File: src/rtl/mult_err_profiler.sv
// Exhaustive accuracy profiler for an external combinational NxN multiplier: sweeps all (a,b) pairs
// and accumulates error count, error-distance sum and worst case. Define BIAS_EN to build the signed bias accumulator.
module mult_err_profiler #(
   parameter int N     = 8,
   parameter int ACC_W = 40
) (
   input  logic                    clk,
   input  logic                    rst,
   input  logic                    start,
   output logic [N-1:0]            a,
   output logic [N-1:0]            b,
   input  logic [2*N-1:0]          Y,
   output logic                    busy,
   output logic                    done,
   output logic [2*N:0]            err_count,
   output logic [ACC_W-1:0]        ed_sum,
   output logic [2*N-1:0]          max_ed,
   output logic [N-1:0]            max_a,
   output logic [N-1:0]            max_b,
   output logic signed [ACC_W:0]   bias_sum
);

   typedef enum logic [1:0] {IDLE, RUN, DONE} state_t;

   state_t           state_q, state_d;
   logic [N-1:0]     a_q, a_d, b_q, b_d;
   logic [2*N:0]     err_count_q, err_count_d;
   logic [ACC_W-1:0] ed_sum_q, ed_sum_d;
   logic [2*N-1:0]   max_ed_q, max_ed_d;
   logic [N-1:0]     max_a_q, max_a_d, max_b_q, max_b_d;
   logic [2*N-1:0]   p, ed;
   logic             launch, last_pair;

`ifdef BIAS_EN
   logic signed [ACC_W:0] bias_sum_q, bias_sum_d;
   logic signed [2*N:0]   diff;
`endif

   always_comb begin
      p         = (2*N)'(a_q) * (2*N)'(b_q);
      ed        = (Y >= p) ? (Y - p) : (p - Y);
      launch    = start && (state_q != RUN);
      last_pair = (a_q == '1) && (b_q == '1);

      state_d     = state_q;
      a_d         = a_q;
      b_d         = b_q;
      err_count_d = err_count_q;
      ed_sum_d    = ed_sum_q;
      max_ed_d    = max_ed_q;
      max_a_d     = max_a_q;
      max_b_d     = max_b_q;
`ifdef BIAS_EN
      diff       = $signed({1'b0, Y}) - $signed({1'b0, p});
      bias_sum_d = bias_sum_q;
`endif

      if (launch) begin
         state_d     = RUN;
         a_d         = '0;
         b_d         = '0;
         err_count_d = '0;
         ed_sum_d    = '0;
         max_ed_d    = '0;
         max_a_d     = '0;
         max_b_d     = '0;
`ifdef BIAS_EN
         bias_sum_d  = '0;
`endif
      end else if (state_q == RUN) begin
         err_count_d = err_count_q + (2*N+1)'(ed != '0);
         ed_sum_d    = ed_sum_q + ACC_W'(ed);
`ifdef BIAS_EN
         bias_sum_d  = bias_sum_q + (ACC_W+1)'(diff);
`endif
         // strict compare so ties keep the earliest pair in sweep order
         if (ed > max_ed_q) begin
            max_ed_d = ed;
            max_a_d  = a_q;
            max_b_d  = b_q;
         end
         if (last_pair) begin
            state_d = DONE;
         end else begin
            b_d = b_q + 1'b1;
            if (b_q == '1) a_d = a_q + 1'b1;
         end
      end
   end

   always_ff @(posedge clk) begin
      if (rst) begin
         state_q     <= IDLE;
         a_q         <= '0;
         b_q         <= '0;
         err_count_q <= '0;
         ed_sum_q    <= '0;
         max_ed_q    <= '0;
         max_a_q     <= '0;
         max_b_q     <= '0;
      end else begin
         state_q     <= state_d;
         a_q         <= a_d;
         b_q         <= b_d;
         err_count_q <= err_count_d;
         ed_sum_q    <= ed_sum_d;
         max_ed_q    <= max_ed_d;
         max_a_q     <= max_a_d;
         max_b_q     <= max_b_d;
      end
   end

`ifdef BIAS_EN
   always_ff @(posedge clk) begin
      if (rst) bias_sum_q <= '0;
      else     bias_sum_q <= bias_sum_d;
   end
   assign bias_sum = bias_sum_q;
`else
   assign bias_sum = '0;
`endif

   assign a         = a_q;
   assign b         = b_q;
   assign busy      = (state_q == RUN);
   assign done      = (state_q == DONE);
   assign err_count = err_count_q;
   assign ed_sum    = ed_sum_q;
   assign max_ed    = max_ed_q;
   assign max_a     = max_a_q;
   assign max_b     = max_b_q;

endmodule
File: config.mk
export PLATFORM = sky130hd
export DESIGN_NAME = mult_err_profiler
export DESIGN_NICKNAME = d
export VERILOG_FILES = /design/src/rtl/mult_err_profiler.sv
export SDC_FILE = /design/constraint.sdc
export NUM_CORES = 1
export LEC_CHECK = 0
export CAP_MARGIN = 10
export CORE_UTILIZATION = 44
export CTS_BUF_LIST = sky130_fd_sc_hd__clkbuf_8 sky130_fd_sc_hd__clkbuf_16
export DETAILED_ROUTE_END_ITERATION = 10
export HOLD_SLACK_MARGIN = 0.06
export PLACE_DENSITY = 0.72
export SYNTH_ARGS = -nofsm -noshare
export SYNTH_HDL_FRONTEND = slang
export SYNTH_SLANG_ARGS = --single-unit
File: constraint.sdc
create_clock -name clk -period 25.5 [get_ports clk]
set_input_delay 5.1 -clock clk [delete_from_list [all_inputs] [get_ports clk]]
set_output_delay 5.1 -clock clk [all_outputs]
set_load 0.01 [all_outputs]
# Word-level counts from Yosys, hierarchy flattened
# Index checks and enable logic that the tools add are counted.
# word_totals
register_bits	107
in_bits	19
word_cells	39
# op_classes
n_mul	1
order_cmp	2
n_bitwise	1
n_reduce_logical	11
n_mux	4
add_sub_neg	6
n_eq_ne	5
# ops
operator	count
40-bit by 16-bit adder with 40-bit output	1
16-bit subtractor	2
17-bit by 1-bit adder with 17-bit output	1
8-bit by 1-bit adder with 8-bit output (second input constant)	2
8-bit == test (second input constant)	2
16-bit >= comparator	1
16-bit greater-than comparator	1
8-bit by 8-bit multiplier with 16-bit output	1
16-bit 2-to-1 mux	1
16-bit nonzero test	1
2-bit AND reduction	4
2-bit nonzero test	2
1-bit 2-to-1 mux	3
3-bit AND reduction	1
2-bit by 1-bit == test with 1-bit output (second input constant)	1
2-bit == test (second input constant)	1
1-bit logical AND	2
2-bit by 1-bit inequality test with 1-bit output (second input constant)	1
2-bit OR reduction	1
1-bit inverter	1

# Depth between registers and ports, before layout
# logic_depth
ltp_word	5
mapped_depth	41
depth_no_buf	36

# Worst setup path after synthesis
# Ideal clock, no wire load.
# synth_timing
path_kind	input -> register
from	input Y[0]
to	register ed_sum_q[28], in the netlist ed_sum[28]
t_required_ps	25430
path_slack_ps	15858
path_stages	21
arrival_ps	9572
path_buffers	2
setup_ps	70
cell_sequence	inv_1 > ha_1 > fa_1 > nand3b_1 > a311o_1 > o2111ai_1 > and2_1 > buf_6 > buf_6 > mux2i_1 > inv_1 > fa_1 > nor2b_1 > o21ai_0 > a21boi_0 > o21a_1 > o311ai_0 > a211oi_1 > nor2_1 > or3_1 > a21oi_1
# synth_between
elab_chain_cells	3
word_cells_on_any_way	5
# synth_rtl
element	line_no	text
from (decl)	12	input logic [2*N-1:0] Y,
16-bit subtractor or 16-bit >= comparator (tied branches)	41	ed = (Y >= p) ? (Y - p) : (p - Y);
16-bit 2-to-1 mux (*)	41	
via ed[1]	31	logic [2*N-1:0] p, ed;
40-bit by 16-bit adder with 40-bit output (*)	72	ed_sum_d = ed_sum_q + ACC_W'(ed);
to (signal assigned)	106	ed_sum_q <= ed_sum_d;
to (decl)	28	logic [ACC_W-1:0] ed_sum_q, ed_sum_d;
# The timed path passes the listed nets; every way through them passes the cells marked *.
# A chain may end at the register's enable or synchronous reset.

# Worst setup path in the final report
# layout_timing
from	input Y[0]
to	register ed_sum_q[39], in the netlist ed_sum[39]
# Same word-level chain as after synthesis.

==> summary.md <==
| Metric | Value |
|---|---|
| Hold Path Stages | 2 |
| Vias in the first global route | slightly above 7k |
| Leakage | 4.68 nW |
| Critical Path End Type | flop |
| Drt total wl | around 21000 um |
| Wire per inst | between 10 and 15 um |
| Crit path top cell by count | o21ai_0 |
| DRT Pass-1 Iters | 5 |
| Final Hold Vio Count | 0 |
| Die Width | 147 um |
| GPL Wtd Cong | 0.870 |
| Initial antenna violation count | 0 |
| RSZ-0062 raised after global routing | no |
| Total gr overflow | 0 |
| Core area | 20500 um^2 |
| Maximum VDD drop | 0.0277 mV |
| Max-slew headroom | a little over a quarter |
| # port buffers | approximately 130 |
| Post-CTS Setup Inserts | 0 |
| Cell variety after synth | 61 |
| Crit-path max FO | 20 |
| Synth warn | 0 |
| N_diodes | 0 |
| Clock slew at reported path FFs | roughly 80 ps |
| Post-synthesis register bit count | about 110 |
| Critical path cell sequence | clkdlybuf4s50_1 > inv_1 > ha_1 > fa_1 > nand3b_1 > a311o_1 > o2111ai_1 > and2_1 > mux2i_1 > xor2_1 > ha_1 > a21oi_1 > a21boi_0 > o21ai_0 > nand3_1 > a311oi_1 > o21ai_0 > a31oi_1 > o21ai_0 > a21oi_1 |
| Clock sink count | around 110 |
| DRC | 0 |
| Ys flop type | dfxtp_1 |
| Reg2reg end | ed_sum[39] |
| Min cycle time layout | about 11000 ps |
| FF+latch area | about 2100 um^2 |
| Peak Freq | approximately 89 MHz |
| IO Pins | 167 |
| Vias per inst | 5.20 |
| Syn avg cell area | around 8.3 um^2 |
| Share of layout cells above drive strength 1 | between 3 and 4% |
| First-pass GRT wire length | roughly 35000 um |
| Vias post-DR | a little under 8k |
| Chip height | ~150 um |
| Row count | between 50 and 60 |
| Area grow syn2layout | 16.4% |
| Hold Startpoint | ed_sum[4] |
| Slew @ Worst Pin | 1100 ps |
| Fill cell count | between 1.5k and 2k |
| Clock latency on the worst-skew pair | approximately 360 ps |
| Dpl cells | between 1k and 1.5k |
| Seq/Total Area, Yosys | 23.0% |
| Htree depth | 3 |
| CTS Buf Count | 9 |
| Initial Util | 45.4% |
| Syn Inst Count | 1117 |
| Final ANT Viol Nets | 0 |
| Pwr/cell area | just under 40 nW/um^2 |
| Finished Layout Cells | approximately 1.5k |
| Tcrit/Tclk final | between 40 and 50% |
| R2r setup slk | 15180 ps |
| CTS tree | yes |
| CP peak stage delay | 870 ps |
| Syn Std Cell Area | approximately 9300 um^2 |
| FF-to-FF path depth | 34 |
| DP Wirelength | 16500 um |
| Post-CTS sizing | 0 |
| CP arrival | approximately 12000 ps |
| Drt initial violations | about 350 |
| Clk buf depth | 2 |
| Multi-input gate area in the final layout | approximately 6400 um^2 |
| Hold Crit Class | reg -> reg |
| Max Cap Violations | 0 |
| Util after Layout | a little over half |
| Critical path launch point type | primary input |
| GRT Util Overall | around a fifth |
| Hold endpoint | ed_sum[4] |
| Crit path required time | 25780 ps |
| Reg-to-reg critical path startpoint | b[3] |
| Clock Skew | 9.88 ps |
| Slowest library cell on the worst path | a31oi_1 |
| Clock root cell | clkbuf_16 |
| Worst setup path class | in -> reg |
| Max-slew violation count | 0 |
| Setup TNS | 0 ps |
| Post-synth EDFFs | 0 |
| Outcome | completed |
| Nets | approximately 1.4k |
| Final Setup Violations | 0 |
| Largest net degree at the start of global routing | 106 |
| Share of synthesized flip-flops with an asynchronous set or reset | 0% |
| Hold_buf cts | 0 |
| Die ar. | ~22000 um^2 |
==> kinds of logic after synthesis <==
family          Yosys count  synth area share, %
fa+ha+maj               144                 22.5
xor+xnor                 72                 6.78
other cells               1               0.0403
compound gates          197                 13.4
simple gates            360                 19.6
buf+inv                 195                 10.3
flops                   107                 23.0
mux                      41                 4.43
==> placed cells by master, fill, tap and decap left out, types with 27 or more instances in the layout <==
cell,count
mux2i_1,40
fa_1,39
nand2_1,65
dfxtp_1,107
and2_1,61
nor2_1,104
a21oi_1,65
nand3_1,27
o21ai_0,40
xnor2_1,31
clkdlybuf4s50_1,125
conb_1,41
xor2_1,41
ha_1,105
inv_1,108
==> metrics by stage <==
step / total power, mW / setup WS (ps) / cell area [um^2] / hold slack, ps
global route: 0.441 / 13670 / 10800 / 505
finish: 0.418 / 14240 / 10800 / 479
floorplan: 0.258 / 15860 / 9450 / 446
detailed placement: 0.282 / 13970 / 10500 / 471
global placement: 0.281 / 14200 / 10500 / 461
CTS: 0.422 / 14330 / 10800 / 481
==> cells in the mapped netlist, drive strengths merged, types with 8 or more instances <==
| library cell | number | area (um^2) |
|---|---|---|
| mux2i | 40 | 400 |
| fa | 39 | 781 |
| nor2b | 10 | 62.6 |
| or3 | 21 | 131 |
| a211oi | 10 | 75.1 |
| nand3 | 27 | 135 |
| a31oi | 8 | 50.1 |
| xnor2 | 31 | 272 |
| clkbuf | 37 | 159 |
| dfxtp | 107 | 2140 |
| xor2 | 41 | 359 |
| a21o | 23 | 176 |
| and3 | 14 | 88.8 |
| ha | 105 | 1310 |
| nand4 | 15 | 100 |
| nor3 | 12 | 60.1 |
| buf | 49 | 387 |
| and2 | 61 | 382 |
| o21ai | 41 | 209 |
| inv | 108 | 405 |
| a21oi | 65 | 325 |
| nand2 | 65 | 244 |
| nor2 | 104 | 390 |
==> worst max-delay path by stage <==
stage / startpoint / slack [ps] / cells after the start / to
after floorplan: Y[0] / 15860 / 21 / ed_sum[28]
final: Y[0] / 14240 / 20 / ed_sum[39]
after global placement: Y[0] / 14200 / 20 / ed_sum[39]
after global routing: Y[0] / 13670 / 20 / ed_sum[35]
after CTS: Y[0] / 14330 / 20 / ed_sum[39]
after detailed placement: Y[0] / 13970 / 20 / ed_sum[39]
==> flip-flops by register name, summed over array words and instances, names as in the netlist <==
signal	cells
a	8
b	8
ed_sum	40
err_count	17
max_a	8
max_b	8
max_ed	16
state_q	2
==> per-layer routing <==
layer  up-vias  routed length [um]  global-route usage (%)
li1       3885                   -                       -
met1      3648               10200                    27.4
met2       175                9970                    33.3
met3        16                 903                    2.20
met4         0                 265                    5.57
met5         -                   0                       0
==> worst max-delay path: cells and delay by family <==
kind / cells / cell delay (ps)
adder cells (fa/ha/maj): 3 / 940
AND/OR/NAND/NOR: 3 / 1180
AO/OA/AOI/OAI: 10 / 3040
buffers and inverters: 2 / 530
XOR/XNOR: 1 / 420
multiplexers: 1 / 300
==> layout make-up <==
cell class,instances,area share [%]
clock buffers,9,2.08
repair buffers,127,11.7
clock inverters,7,0.636
multi-input cells,855,58.9
well taps,270,3.12
flip-flops and latches,107,19.8
inverters,109,3.78
==> power breakdown <==
part / total (mW) / leakage, nW / internal (mW) / switching, mW
sequential: 0.176 / 0.865 / 0.171 / 0.00458
clock: 0.139 / 0.137 / 0.0687 / 0.0703
combinational: 0.104 / 3.67 / 0.0442 / 0.0593
No activity file was read; power rests on OpenSTA's default activity.
